File: src/rtl/meu_nibble_serial_adder.sv
// +--------------------------------------------------------------------------+
// | meu_nibble_serial_adder : nibble-serial wide adder over meu_fourbits_adder |
// | Optional macro MEU_SERIAL_OVF_EN adds signed-overflow output overflow_o.   |
// | Revision: 1.0                                                             |
// +--------------------------------------------------------------------------+
`default_nettype none

module meu_fourbits_adder (
    input  logic [3:0] a_i,
    input  logic [3:0] b_i,
    input  logic       carry_i,
    output logic [3:0] sum_o,
    output logic       carry_o
);
    assign {carry_o, sum_o} = {1'b0, a_i} + {1'b0, b_i} + {4'b0000, carry_i};
endmodule

module meu_nibble_serial_adder #(
    parameter int NIBBLES = 4
) (
    input  logic                   clk_i,
    input  logic                   rst_n_i,
    input  logic                   op_valid_i,
    output logic                   op_ready_o,
    input  logic [4*NIBBLES-1:0]   a_i,
    input  logic [4*NIBBLES-1:0]   b_i,
    input  logic                   carry_i,
    output logic                   res_valid_o,
    input  logic                   res_ready_i,
    output logic [4*NIBBLES-1:0]   sum_o,
`ifdef MEU_SERIAL_OVF_EN
    output logic                   overflow_o,
`endif
    output logic                   carry_o
);
    localparam int W  = 4 * NIBBLES;
    localparam int CW = (NIBBLES > 1) ? $clog2(NIBBLES) : 1;
    localparam logic [CW-1:0] C_LAST = CW'(NIBBLES - 1);

    typedef enum logic [1:0] {
        IDLE = 2'd0,
        RUN  = 2'd1,
        DONE = 2'd2
    } state_t;

    state_t          r_state;
    state_t          w_state_next;
    logic [CW-1:0]   r_cnt;
    logic [W-1:0]    r_a;
    logic [W-1:0]    r_b;
    logic [W-1:0]    r_acc;
    logic [W-1:0]    r_sum;
    logic            r_carry;
    logic            r_cout;
    logic [W-1:0]    w_acc_next;
    logic [3:0]      w_nib_sum;
    logic            w_nib_cout;
    logic            w_last;

    meu_fourbits_adder u_add (
        .a_i     (r_a[3:0]),
        .b_i     (r_b[3:0]),
        .carry_i (r_carry),
        .sum_o   (w_nib_sum),
        .carry_o (w_nib_cout)
    );

    assign w_last = (r_cnt == C_LAST);

    // Accumulator with the current nibble merged in, so the final edge can
    // publish the complete sum without exposing partial results on sum_o.
    always_comb begin
        w_acc_next = r_acc;
        for (int n = 0; n < NIBBLES; n++) begin
            if (r_cnt == CW'(n)) begin
                w_acc_next[4*n +: 4] = w_nib_sum;
            end
        end
    end

    always_comb begin
        w_state_next = r_state;
        case (r_state)
            IDLE:    if (op_valid_i) w_state_next = RUN;
            RUN:     if (w_last)     w_state_next = DONE;
            DONE:    if (res_ready_i) w_state_next = IDLE;
            default: w_state_next = IDLE;
        endcase
    end

    always_ff @(posedge clk_i) begin
        if (!rst_n_i) begin
            r_state <= IDLE;
        end else begin
            r_state <= w_state_next;
        end
    end

    always_ff @(posedge clk_i) begin
        if (!rst_n_i) begin
            r_cnt   <= '0;
            r_a     <= '0;
            r_b     <= '0;
            r_acc   <= '0;
            r_sum   <= '0;
            r_carry <= 1'b0;
            r_cout  <= 1'b0;
        end else begin
            case (r_state)
                IDLE: begin
                    if (op_valid_i) begin
                        r_a     <= a_i;
                        r_b     <= b_i;
                        r_carry <= carry_i;
                        r_cnt   <= '0;
                        r_acc   <= '0;
                    end
                end
                RUN: begin
                    r_acc   <= w_acc_next;
                    r_carry <= w_nib_cout;
                    r_a     <= r_a >> 4;
                    r_b     <= r_b >> 4;
                    if (w_last) begin
                        r_cnt  <= '0;
                        r_sum  <= w_acc_next;
                        r_cout <= w_nib_cout;
                    end else begin
                        r_cnt <= r_cnt + 1'b1;
                    end
                end
                default: ;
            endcase
        end
    end

`ifdef MEU_SERIAL_OVF_EN
    logic r_ovf;
    logic w_cin_msb;

    // Carry into bit 3 of the top nibble recovered from its operand and sum bits.
    assign w_cin_msb = r_a[3] ^ r_b[3] ^ w_nib_sum[3];

    always_ff @(posedge clk_i) begin
        if (!rst_n_i) begin
            r_ovf <= 1'b0;
        end else if (r_state == RUN && w_last) begin
            r_ovf <= w_cin_msb ^ w_nib_cout;
        end
    end

    assign overflow_o = r_ovf;
`endif

    assign op_ready_o  = (r_state == IDLE);
    assign res_valid_o = (r_state == DONE);
    assign sum_o       = r_sum;
    assign carry_o     = r_cout;

endmodule

`default_nettype wire

File: config.mk
export PLATFORM = sky130hd
export DESIGN_NAME = meu_nibble_serial_adder
export DESIGN_NICKNAME = d
export VERILOG_FILES = /design/src/rtl/meu_nibble_serial_adder.sv
export SDC_FILE = /design/constraint.sdc
export NUM_CORES = 1
export LEC_CHECK = 0
export CAP_MARGIN = 20
export CELL_PAD_IN_SITES_DETAIL_PLACEMENT = 0
export CELL_PAD_IN_SITES_GLOBAL_PLACEMENT = 2
export CORE_UTILIZATION = 32
export DETAILED_ROUTE_END_ITERATION = 8
export PLACE_DENSITY = 0.76
export SYNTH_ARGS = -nofsm -noshare
export SYNTH_HDL_FRONTEND = slang
export SYNTH_SLANG_ARGS = --single-unit
File: constraint.sdc
create_clock -name clk_i -period 3 [get_ports clk_i]
set_clock_uncertainty 0.2 [all_clocks]
set_input_delay 0.6 -clock clk_i [delete_from_list [all_inputs] [get_ports clk_i]]
set_output_delay 0.6 -clock clk_i [all_outputs]
set_load 0.01 [all_outputs]
* Word level (Yosys, flattened, before mapping)
Index checks and enable logic that the tools add are counted.
Operators by class: multiplexer cells 19, equality and inequality tests 8, reduce and logical (&&, ||, !) cells 6, add/subtract/negate cells 3
Operators by type and width (count):
- $pmux W16 S2 | 3
- $mux W16 | 3
- $mux W4 | 4
- $mux W2 | 5
- $eq A2 B2 Y1 const B | 3
- $pmux W2 S3 | 1
- $add A4 B4 Y5 | 1
- $add A5 B1 Y5 | 1
- $eq A2 B1 Y1 const B | 2
- $logic_not A2 Y1 | 2
- $ne A2 B2 Y1 const B | 2
- $pmux W2 S2 | 1
- $reduce_and A2 Y1 | 2
- $reduce_and A3 Y1 | 1
- $add A2 B1 Y2 const B | 1
- $ne A2 B1 Y1 const B | 1
- $pmux W1 S2 | 1
- $reduce_bool A2 Y1 | 1
- $mux W1 | 1
Word-level totals: bits of input ports 37, output and inout bits 19, register bits 70, word-level logic and storage cells 44

* Longest topological paths before layout
Gate-level depths: netlist of the first run.
word-level depth 4, depth in mapped cells 6, mapped depth without buffers 6

* By module
From an unflattened synthesis of the first run, not the netlist that was laid out.
Second synthesis, totals: cells, all modules 340, area total of the unflattened synthesis 3103.0 um^2
By module, submodules not included:
- meu_nibble_serial_adder | instances 1, cells each 324, sequential area each 1321.3 um^2, area an instance 2959.1 um^2
- meu_fourbits_adder | instances 1, cells each 16, sequential area each 0.0 um^2, area an instance 143.9 um^2

* Worst setup path after synthesis of the first run
OpenSTA, ideal clock, no wires.
path kind register to register, start register r_a[0], end register r_acc[10], setup time 118 ps, path slack 921 ps, cell stages (with the launch flop) 7, buffers on the path 0, clock period less this slack 2079 ps, data required time 2682 ps, arrival time 1761 ps, cell sequence dfxtp_1 fa_1 fa_1 xnor2_1 nor2_1 a22oi_1 nor2b_1
Between the ends: longest elaborated chain between the ends 4
RTL lines:
- start, declared | line 49 | logic [W-1:0] r_a;
- start signal, assigned | line 112 | r_a <= a_i;
- start signal, assigned | line 122 | r_a <= r_a >> 4;
- $add A4 B4 Y5 | line 15 | assign {carry_o, sum_o} = {1'b0, a_i} + {1'b0, b_i} + {4'b0000, carry_i};
- $add A5 B1 Y5 | line 15
- $mux W4 | line 75 | if (r_cnt == CW'(n)) begin
- $pmux W16 S2 | line 109 | case (r_state)
- end signal, assigned | line 120 | r_acc <= w_acc_next;
- end, declared | line 51 | logic [W-1:0] r_acc;
No other way between the ends. A chain may end at the register's enable or synchronous reset.

* Worst setup path after layout of the first run
start register r_state[1], end output port res_valid_o
Between the ends: longest elaborated chain between the ends 1
RTL lines:
- start, declared | line 46 | state_t r_state;
- start signal, assigned | line 95 | r_state <= w_state_next;
- $eq A2 B2 Y1 | line 156 | assign res_valid_o = (r_state == DONE);
- end, declared | line 28 | output logic res_valid_o,
No other way between the ends.

==> flow_summary_export.csv, run 1 <==
group,metric,value,unit
logic_synthesis,yosys.area.top_type,"dfxtp_1",
logic_synthesis,netlist_area,3150,sq um
clocking,cts_resized,0,
logic_synthesis,synth_cell_types,40,
sta,maxSlewViolCount,0,
drt,num_vias,2532,
clocking,cts_hold_buffers,0,
global_routing,gr-usage-all-layers,0.162,
critical_path,critPathRequiredTime,2.20,ns
min_path,min_path_type,"register to register",
drt,drc,0,
final_layout,multi_input_area,1640,sq um
sta,fin_ws,0.396,ns
global_routing,antenna_found_initial,0,
floorplanning,rows,35,
final_layout,layout-drive-gt1-share,0.141,
final_layout,fin_area,3960,sq um
logic_synthesis,synth.most_common_cell,"dfxtp_1",
sta,fmax,384,MHz
logic_synthesis,yosys_warnings,0,
floorplanning,io_pins,56,
logic_synthesis,async_flop_share,0,
floorplanning,core_area,9420,sq um
clocking,post-cts-setup-buffers,0,
final_layout,final-seq-area,1320,sq um
global_routing,grt_first_pass_wirelength,12600,um
sta,hold_viol_final,0,
sta,finalSetupViolations,0,
drt,avgRoutedWirePerCell,14.9,um
logic_synthesis,yosysTopAreaCellShare,0.419,
floorplanning,die_x,101,um
pwr,leakage,1.56,nW
logic_synthesis,synth.avg_cell_area,9.44,sq um
global_routing,grt_max_degree,34,
drt,routed_wl,7620,um
logic_synthesis,synthCells,334,
sta,fin_worst_hold_slack,0.253,ns
logic_synthesis,ys_ff_latch,66,
final_layout,finalNetCount,423,
placement,gp_congestion,0.724,
logic_synthesis,synthFlopType,"dfxtp_1",
placement,place_area,3760,sq um
critical_path,critPathLaunchType,"register",
critical_path,worstPathArrival,1.80,ns
global_routing,overflow,0,
clocking,cts-buffers-inserted,9,
floorplanning,die_height,101,um
floorplanning,start_util,0.335,
logic_synthesis,synth_edf_count,0,
sta,finalSetupTns,0,ns
sta,worstMarginPinSlew,0.712,ns
drt,postRouteAntennaNets,0,
clocking,cts_sinks,66,
pwr,power,2.06,mW
logic_synthesis,yosysSeqAreaShare,0.419,
clocking,htreeDepth,3,
sta,post-route-min-period,2.60,ns
pwr,power.density,520,nW/um^2
logic_synthesis,synth_nets,380,
placement,dpl.hpwl,5120,um
clocking,cts_root_buffer,"clkbuf_8",
drt,drt-pass1-iter-count,4,
clocking,cts_tree,"done",
clocking,cts_buffer_depth,2,
global_routing,grt_pass1_vias,2464,
drt,via_per_inst,4.95,
drt,drt_iter0_markers,108,
critical_path,crit_type,"register to output port",
final_layout,syn_to_final_growth,25.5,%
final_layout,fillers,960,
clocking,cts.clk_slew.worst_paths,0.07,ns
placement,pre_cts_ws,0.612,ns
critical_path,rr_worst_depth,5,
clocking,clkLatencyLatePin,0.34,ns
outcome,status,"finished clean",
placement,port_buffers,55,
floorplanning,die_area,10300,sq um
logic_synthesis,synthTopCellsByArea,"dfxtp_1 (42%), nor2b_1 (8.7%), o221a_2 (8.6%), a21oi_1 (4.3%), nor2_1 (3.3%)",
sta,relSlewSlack,0.525,
flow_run,cap_violations,0,
pwr,ir_drop,0.245,mV
critical_path,end_kind,"output port",
critical_path,crit_path_max_fanout,13,
final_layout,antennaDiodeCount,0,
sta,finalCritPeriodShare,0.868,
min_path,hold_depth,2,
sta,rsz0062_at_grt,"false",
logic_synthesis,synth_commonest_cells,"dfxtp_1 (66), nor2b_1 (44), nor2_1 (28)",
-- state kept, by name, indices dropped and copies added (netlist names) --
| register | cells |
|---|---|
| carry_o | 1 |
| r_a | 16 |
| r_state | 2 |
| r_b | 16 |
| r_cnt | 2 |
| r_acc | 12 |
| r_carry | 1 |
| sum_o | 16 |
-- report_power, final --
group          internal [mW]  total [mW]  switching [mW]
Sequential             0.924       0.961          0.0372
Combinational          0.170       0.343           0.173
Clock                  0.429       0.754           0.325
-- final cells by class --
class | instances | area share
sequential | 66 | 0.334
clock inverter | 2 | 0.00885
timing repair buffer | 63 | 0.159
clock buffer | 14 | 0.0411
multi-input combinational | 235 | 0.414
tap | 129 | 0.0408
inverter | 2 | 0.00190
-- per-stage QoR --
stage	std cells	utilization
after floorplan	334	-
after global placement	495	0.400
after detailed placement	495	0.400
after CTS	511	0.421
after global routing	511	0.421
final	511	0.421
-- cell families (layout without fill, tap and decap cells) --
logic type | count (synthesis) | in the layout | share of synthesized area
AND/OR/NAND/NOR | 112 | 112 | 0.190
AO/OA/AOI/OAI | 106 | 106 | 0.265
flip-flops | 66 | 66 | 0.419
buffers and inverters | 33 | 81 | 0.0611
adder cells (fa/ha/maj) | 9 | 9 | 0.0405
multiplexers | 6 | 6 | 0.0190
XOR/XNOR | 2 | 2 | 0.00555
-- placed cells by master (no fill, tap or decap), types with 3 or more instances in the layout --
cell	netlist	layout
a21boi_1	3	3
nand3_1	10	10
o21ai_0	3	3
o211a_1	7	7
clkbuf_1	12	3
o21ai_1	5	5
clkdlybuf4s50_1	0	54
ha_1	7	7
buf_4	1	6
o221a_2	24	24
clkbuf_8	0	11
a22oi_1	12	12
a21oi_1	27	27
a21boi_0	3	3
dfxtp_1	66	65
nand2_1	19	19
o21a_1	3	3
and4b_1	3	3
nor2_1	28	28
a32oi_1	6	6
mux2i_1	6	6
o211ai_1	4	4
nor2b_1	44	44
a31oi_1	3	3
-- worst max-delay path: stages, from the launching register on --
cell and delay [ns]:
dfxtp_1 0.64, nor2b_1 0.25, clkdlybuf4s50_1 0.57
-- layer usage --
layer | GRT usage | share of wire
met5 | 0 | 0
met4 | 0.0647 | 0.016
met3 | 0.0400 | 0.035
met2 | 0.254 | 0.45
met1 | 0.213 | 0.50
-- worst paths after layout --
kind / slack, ns / to / startpoint
worst max-delay path: 0.40 / res_valid_o / r_state[1]
worst min-delay path: 0.25 / sum_o[12] / sum_o[12]
worst max register to register: 0.68 / r_acc[6] / r_state[0]
worst min register to register: 0.25 / sum_o[12] / sum_o[12]
No activity file was read; power rests on OpenSTA's default activity.
==> run 2, diff against run 1 <==
--- a/config.mk
+++ b/config.mk
@@ -10,7 +10,7 @@
 export CELL_PAD_IN_SITES_GLOBAL_PLACEMENT = 2
 export CORE_UTILIZATION = 32
 export DETAILED_ROUTE_END_ITERATION = 8
-export PLACE_DENSITY = 0.76
+export PLACE_DENSITY_LB_ADDON = 0.1
 export SYNTH_ARGS = -nofsm -noshare
 export SYNTH_HDL_FRONTEND = slang
 export SYNTH_SLANG_ARGS = --single-unit
==> run 2 against run 1 <==
Against the previous run:
- critical path depth stayed put
- first-iteration DRC count is 31% lower
- largest power group unchanged
- final area is 0.32% lower
- combinational power is 1% higher
- sequential share of layout area is 0.11 points higher
- maximum frequency is 13% higher
- non-clock buffer count is 2 higher
- critical endpoint unchanged
- power is 2.6% lower
- final cell count is 0.39% higher
==> flow_summary_export.csv, run 2 (synthesis gave the netlist of run 1 again) <==
group,metric,value,unit
outcome,status,"finished clean",
flow_run,cap_violations,0,
clocking,cts_resized,0,
clocking,cts.clk_slew.worst_paths,0.07,ns
placement,gp_congestion,0.732,
critical_path,worstPathArrival,1.50,ns
pwr,power_frac_comb,0.174,
sta,worstMarginPinSlew,0.675,ns
sta,hold_viol_final,0,
global_routing,grt_max_degree,42,
min_path,min_path_type,"register to register",
sta,maxSlewViolCount,0,
drt,avgRoutedWirePerCell,14.9,um
final_layout,fillers,973,
final_layout,fin_area,3950,sq um
placement,dpl.hpwl,5020,um
drt,drt-pass1-iter-count,4,
pwr,p_sw,0.542,mW
global_routing,gr-usage-all-layers,0.161,
final_layout,layout_commonest_cell,"dfxtp_1",
pwr,power,2.01,mW
sta,finalSetupTns,0,ns
clocking,cts_root_buffer,"clkbuf_8",
critical_path,end_kind,"output port",
global_routing,antenna_found_initial,0,
drt,drc,0,
pwr,power.density,508,nW/um^2
global_routing,gr-max-usage-layer,"met2",
placement,place_area,3760,sq um
critical_path,critPathLaunchType,"register",
floorplanning,rows,35,
pwr,switching_share,0.270,
pwr,intPower,1.46,mW
floorplanning,die_area,10300,sq um
clocking,cts_buffer_depth,2,
floorplanning,die_height,101,um
sta,fmax,435,MHz
global_routing,met2_usage,0.243,
pwr,clkPwrFrac,0.348,
global_routing,use_met1,0.224,
drt,num_vias,2528,
final_layout,antennaDiodeCount,0,
sta,finalCritPeriodShare,0.766,
floorplanning,core_area,9420,sq um
final_layout,finalNetCount,425,
sta,rsz0062_at_grt,"false",
global_routing,overflow,0,
global_routing,grt_pass1_vias,2429,
clocking,cts-buffers-inserted,9,
clocking,cts_sinks,66,
clocking,htreeDepth,3,
global_routing,met3_usage,0.0366,
drt,postRouteAntennaNets,0,
drt,routed_wl,7630,um
clocking,cts_tree,"done",
global_routing,grt_first_pass_wirelength,12600,um
drt,drt_iter0_markers,74,
pwr,leakage,1.56,nW
sta,finalSetupViolations,0,
clocking,clkLatencyLatePin,0.34,ns
critical_path,critPathRequiredTime,2.20,ns
clocking,cts_hold_buffers,0,
final_layout,mostFrequentLayoutCells,"dfxtp_1 (65), clkdlybuf4s50_1 (54), nor2b_1 (44)",
pwr,ir_drop,0.252,mV
critical_path,crit_path_max_fanout,22,
sta,post-route-min-period,2.30,ns
drt,via_per_inst,4.93,
floorplanning,io_pins,56,
placement,port_buffers,55,
sta,relSlewSlack,0.550,
placement,pre_cts_ws,0.657,ns
floorplanning,die_x,101,um
clocking,post-cts-setup-buffers,0,
critical_path,crit_type,"register to output port",
final_layout,layout-drive-gt1-share,0.148,
final_layout,syn_to_final_growth,25.1,%
floorplanning,start_util,0.335,
sta,fin_ws,0.703,ns
pwr,p_seq_frac,0.479,
-- run 2: changes by cell type in the layout (fill, tap and decap cells not counted), sizes merged --
cell	delta
clkinv	+1
bufinv	-1
buf	+2
-- run 2: worst paths after layout --
kind | from | endpoint | slack [ns] | depth (start not counted)
setup reg to reg | r_a[0] | r_acc[3] | 0.77 | 5
hold reg to reg | sum_o[12] | sum_o[12] | 0.25 | 2
setup / recovery | r_state[0] | res_valid_o | 0.70 | 2
hold / removal | sum_o[12] | sum_o[12] | 0.25 | 2
-- run 2: power groups by stage --
| stage | clock network [mW] | logic [mW] | registers [mW] |
|---|---|---|---|
| floorplan | 0 | 0.245 | 0.965 |
| global placement | 0 | 0.351 | 0.980 |
| detailed placement | 0 | 0.353 | 0.980 |
| CTS | 0.729 | 0.354 | 0.960 |
| global route | 0.762 | 0.388 | 0.966 |
| finish | 0.697 | 0.348 | 0.960 |
-- run 2: worst max-delay path: stages (launching register included) --
cell and delay [ns]:
dfxtp_2 0.43, nor2b_1 0.17, clkdlybuf4s50_1 0.55
-- run 2: layout make-up --
cell class,count,area (sq um),area share
sequential,66,1320,0.335
tap,129,161,0.0409
timing repair buffer,65,633,0.160
clock inverter,2,10.0,0.00254
multi-input combinational,235,1640,0.416
clock buffer,14,173,0.0437
inverter,2,7.51,0.00190
-- run 2: metal layers --
metal,share of wire,wire length [um],up-vias
met4,0.014,108,0
met3,0.032,246,9
met1,0.53,4020,1171
li1,-,-,1295
met5,0,0,-
met2,0.43,3250,53
-- run 2: through the flow --
step | util | cells | hold slack, ns
global placement | 0.400 | 497 | 0.241
floorplan | - | 334 | 0.237
global route | 0.419 | 513 | 0.276
detailed placement | 0.400 | 497 | 0.246
finish | 0.419 | 513 | 0.252
CTS | 0.419 | 513 | 0.256
==> run 3, diff against run 2 <==
==> constraint.sdc (replaced) <==
create_clock -name clk_i -period 2.3 [get_ports clk_i]
set_clock_uncertainty 0.2 [all_clocks]
set_input_delay 0.46 -clock clk_i [delete_from_list [all_inputs] [get_ports clk_i]]
set_output_delay 0.46 -clock clk_i [all_outputs]
set_load 0.01 [all_outputs]
==> run 3 against run 2 <==
Against the previous run:
- wire length is 3.1% lower
- hold slack got worse by 0.0023 ns
- first-iteration DRC count shrank 24%
- critical path type is now register to register
- utilization grew 0.43 points
- highest routed layer unchanged
==> flow_summary_export.csv, run 3 (synthesis gave the netlist of run 1 again) <==
group,metric,value,unit
floorplanning,io_pins,56,
global_routing,gr-usage-all-layers,0.157,
floorplanning,die_area,10300,sq um
placement,dpl.hpwl,4860,um
floorplanning,die_x,101,um
flow_run,cap_violations,0,
clocking,cts.clk_slew.worst_paths,0.07,ns
sta,fin_ws,0.146,ns
global_routing,grt_first_pass_wirelength,12300,um
critical_path,crit_type,"register to register",
final_layout,fillers,984,
floorplanning,start_util,0.335,
floorplanning,rows,35,
placement,gp_congestion,0.702,
clocking,cts_buffer_depth,2,
floorplanning,core_area,9420,sq um
min_path,hold_depth,2,
drt,num_vias,2535,
global_routing,overflow,0,
floorplanning,die_height,101,um
sta,post-route-min-period,2.15,ns
drt,postRouteAntennaNets,0,
final_layout,finalNetCount,427,
critical_path,critPathRequiredTime,2.34,ns
final_layout,antennaDiodeCount,0,
clocking,cts_root_buffer,"clkbuf_8",
critical_path,cpPeakStageDelay,0.46,ns
sta,fmax,464,MHz
critical_path,crit_family,"adder cells",
drt,routed_wl,7390,um
final_layout,layout-drive-gt1-share,0.153,
critical_path,crit_slowest_cell,"fa_1",
clocking,cts_hold_buffers,0,
clocking,cts_sinks,66,
sta,relSlewSlack,0.576,
final_layout,fin_area,3990,sq um
pwr,leakage,1.58,nW
final_layout,mostFrequentLayoutCells,"dfxtp_1 (65), clkdlybuf4s50_1 (54), nor2b_1 (44)",
critical_path,worstPathArrival,2.19,ns
outcome,status,"finished clean",
drt,via_per_inst,4.93,
sta,finalCritPeriodShare,0.937,
global_routing,antenna_found_initial,0,
sta,finalSetupTns,0,ns
sta,maxSlewViolCount,0,
clocking,clkLatencyLatePin,0.34,ns
drt,drc,0,
min_path,min_path_type,"register to register",
clocking,cts_tree,"done",
final_layout,syn_to_final_growth,26.4,%
sta,worstMarginPinSlew,0.636,ns
global_routing,grt_pass1_vias,2440,
critical_path,crit_cells,6,
placement,port_buffers,55,
drt,drt-pass1-iter-count,4,
critical_path,crit_path_max_fanout,2,
clocking,post-cts-setup-buffers,0,
sta,rsz0062_at_grt,"false",
critical_path,cpMostUsedCell,"fa_1",
placement,place_area,3820,sq um
sta,hold_viol_final,0,
critical_path,end_kind,"register",
critical_path,rr_worst_depth,6,
final_layout,layout_commonest_cell,"dfxtp_1",
placement,pre_cts_ws,0.138,ns
drt,avgRoutedWirePerCell,14.4,um
clocking,cts_resized,0,
global_routing,grt_max_degree,42,
sta,finalSetupViolations,0,
clocking,cts-buffers-inserted,9,
pwr,ir_drop,0.266,mV
critical_path,crit_buf_inv,0,
clocking,htreeDepth,3,
pwr,power.density,648,nW/um^2
sta,fin_worst_hold_slack,0.250,ns
drt,drt_iter0_markers,56,
critical_path,critPathLaunchType,"register",
critical_path,cp_cell_sequence,"fa_1 > fa_1 > a21o_1 > a21oi_1 > nand2_1 > o211a_1",
[run 3: final cells by class]
type,instances,area (sq um),area share
well taps,129,161,0.0405
repair buffers,67,686,0.172
clock buffers,12,155,0.0389
clock inverters,3,15.0,0.00377
flip-flops and latches,66,1320,0.332
multi-input cells,235,1640,0.411
inverters,2,7.51,0.00188
[run 3: final timing paths]
| path | start | end | slack, ns |
|---|---|---|---|
| worst min-delay path | sum_o[13] | sum_o[13] | 0.25 |
| worst max register to register | r_a[0] | carry_o | 0.15 |
| worst min register to register | sum_o[13] | sum_o[13] | 0.25 |
| worst max-delay path | r_a[0] | carry_o | 0.15 |
[run 3: per-layer routing]
layer  wire length [um]  global-route usage  vias to the layer above
met2               3130               0.237                       48
met4                 89              0.0468                        0
met1               3870               0.217                     1172
met5                  0                   0                        -
met3                294              0.0449                        9
li1                   -                   -                     1306
[run 3: per-stage QoR]
step	utilization	power [mW]	instances
floorplan	-	1.58	334
global placement	0.405	1.76	499
detailed placement	0.405	1.76	499
CTS	0.424	2.63	514
global route	0.424	2.72	514
finish	0.424	2.59	514
[run 3: worst min-delay path: cells and delay by family (launching register included)]
family / cells / cell delay, ns
flip-flops: 1 / 0.31
AND/OR/NAND/NOR: 1 / 0.05
AO/OA/AOI/OAI: 1 / 0.05
[run 3: power by group]
group          total (mW)  switching [mW]  internal (mW)
combinational       0.474           0.231          0.242
sequential           1.25          0.0444           1.21
clock               0.862           0.423          0.439
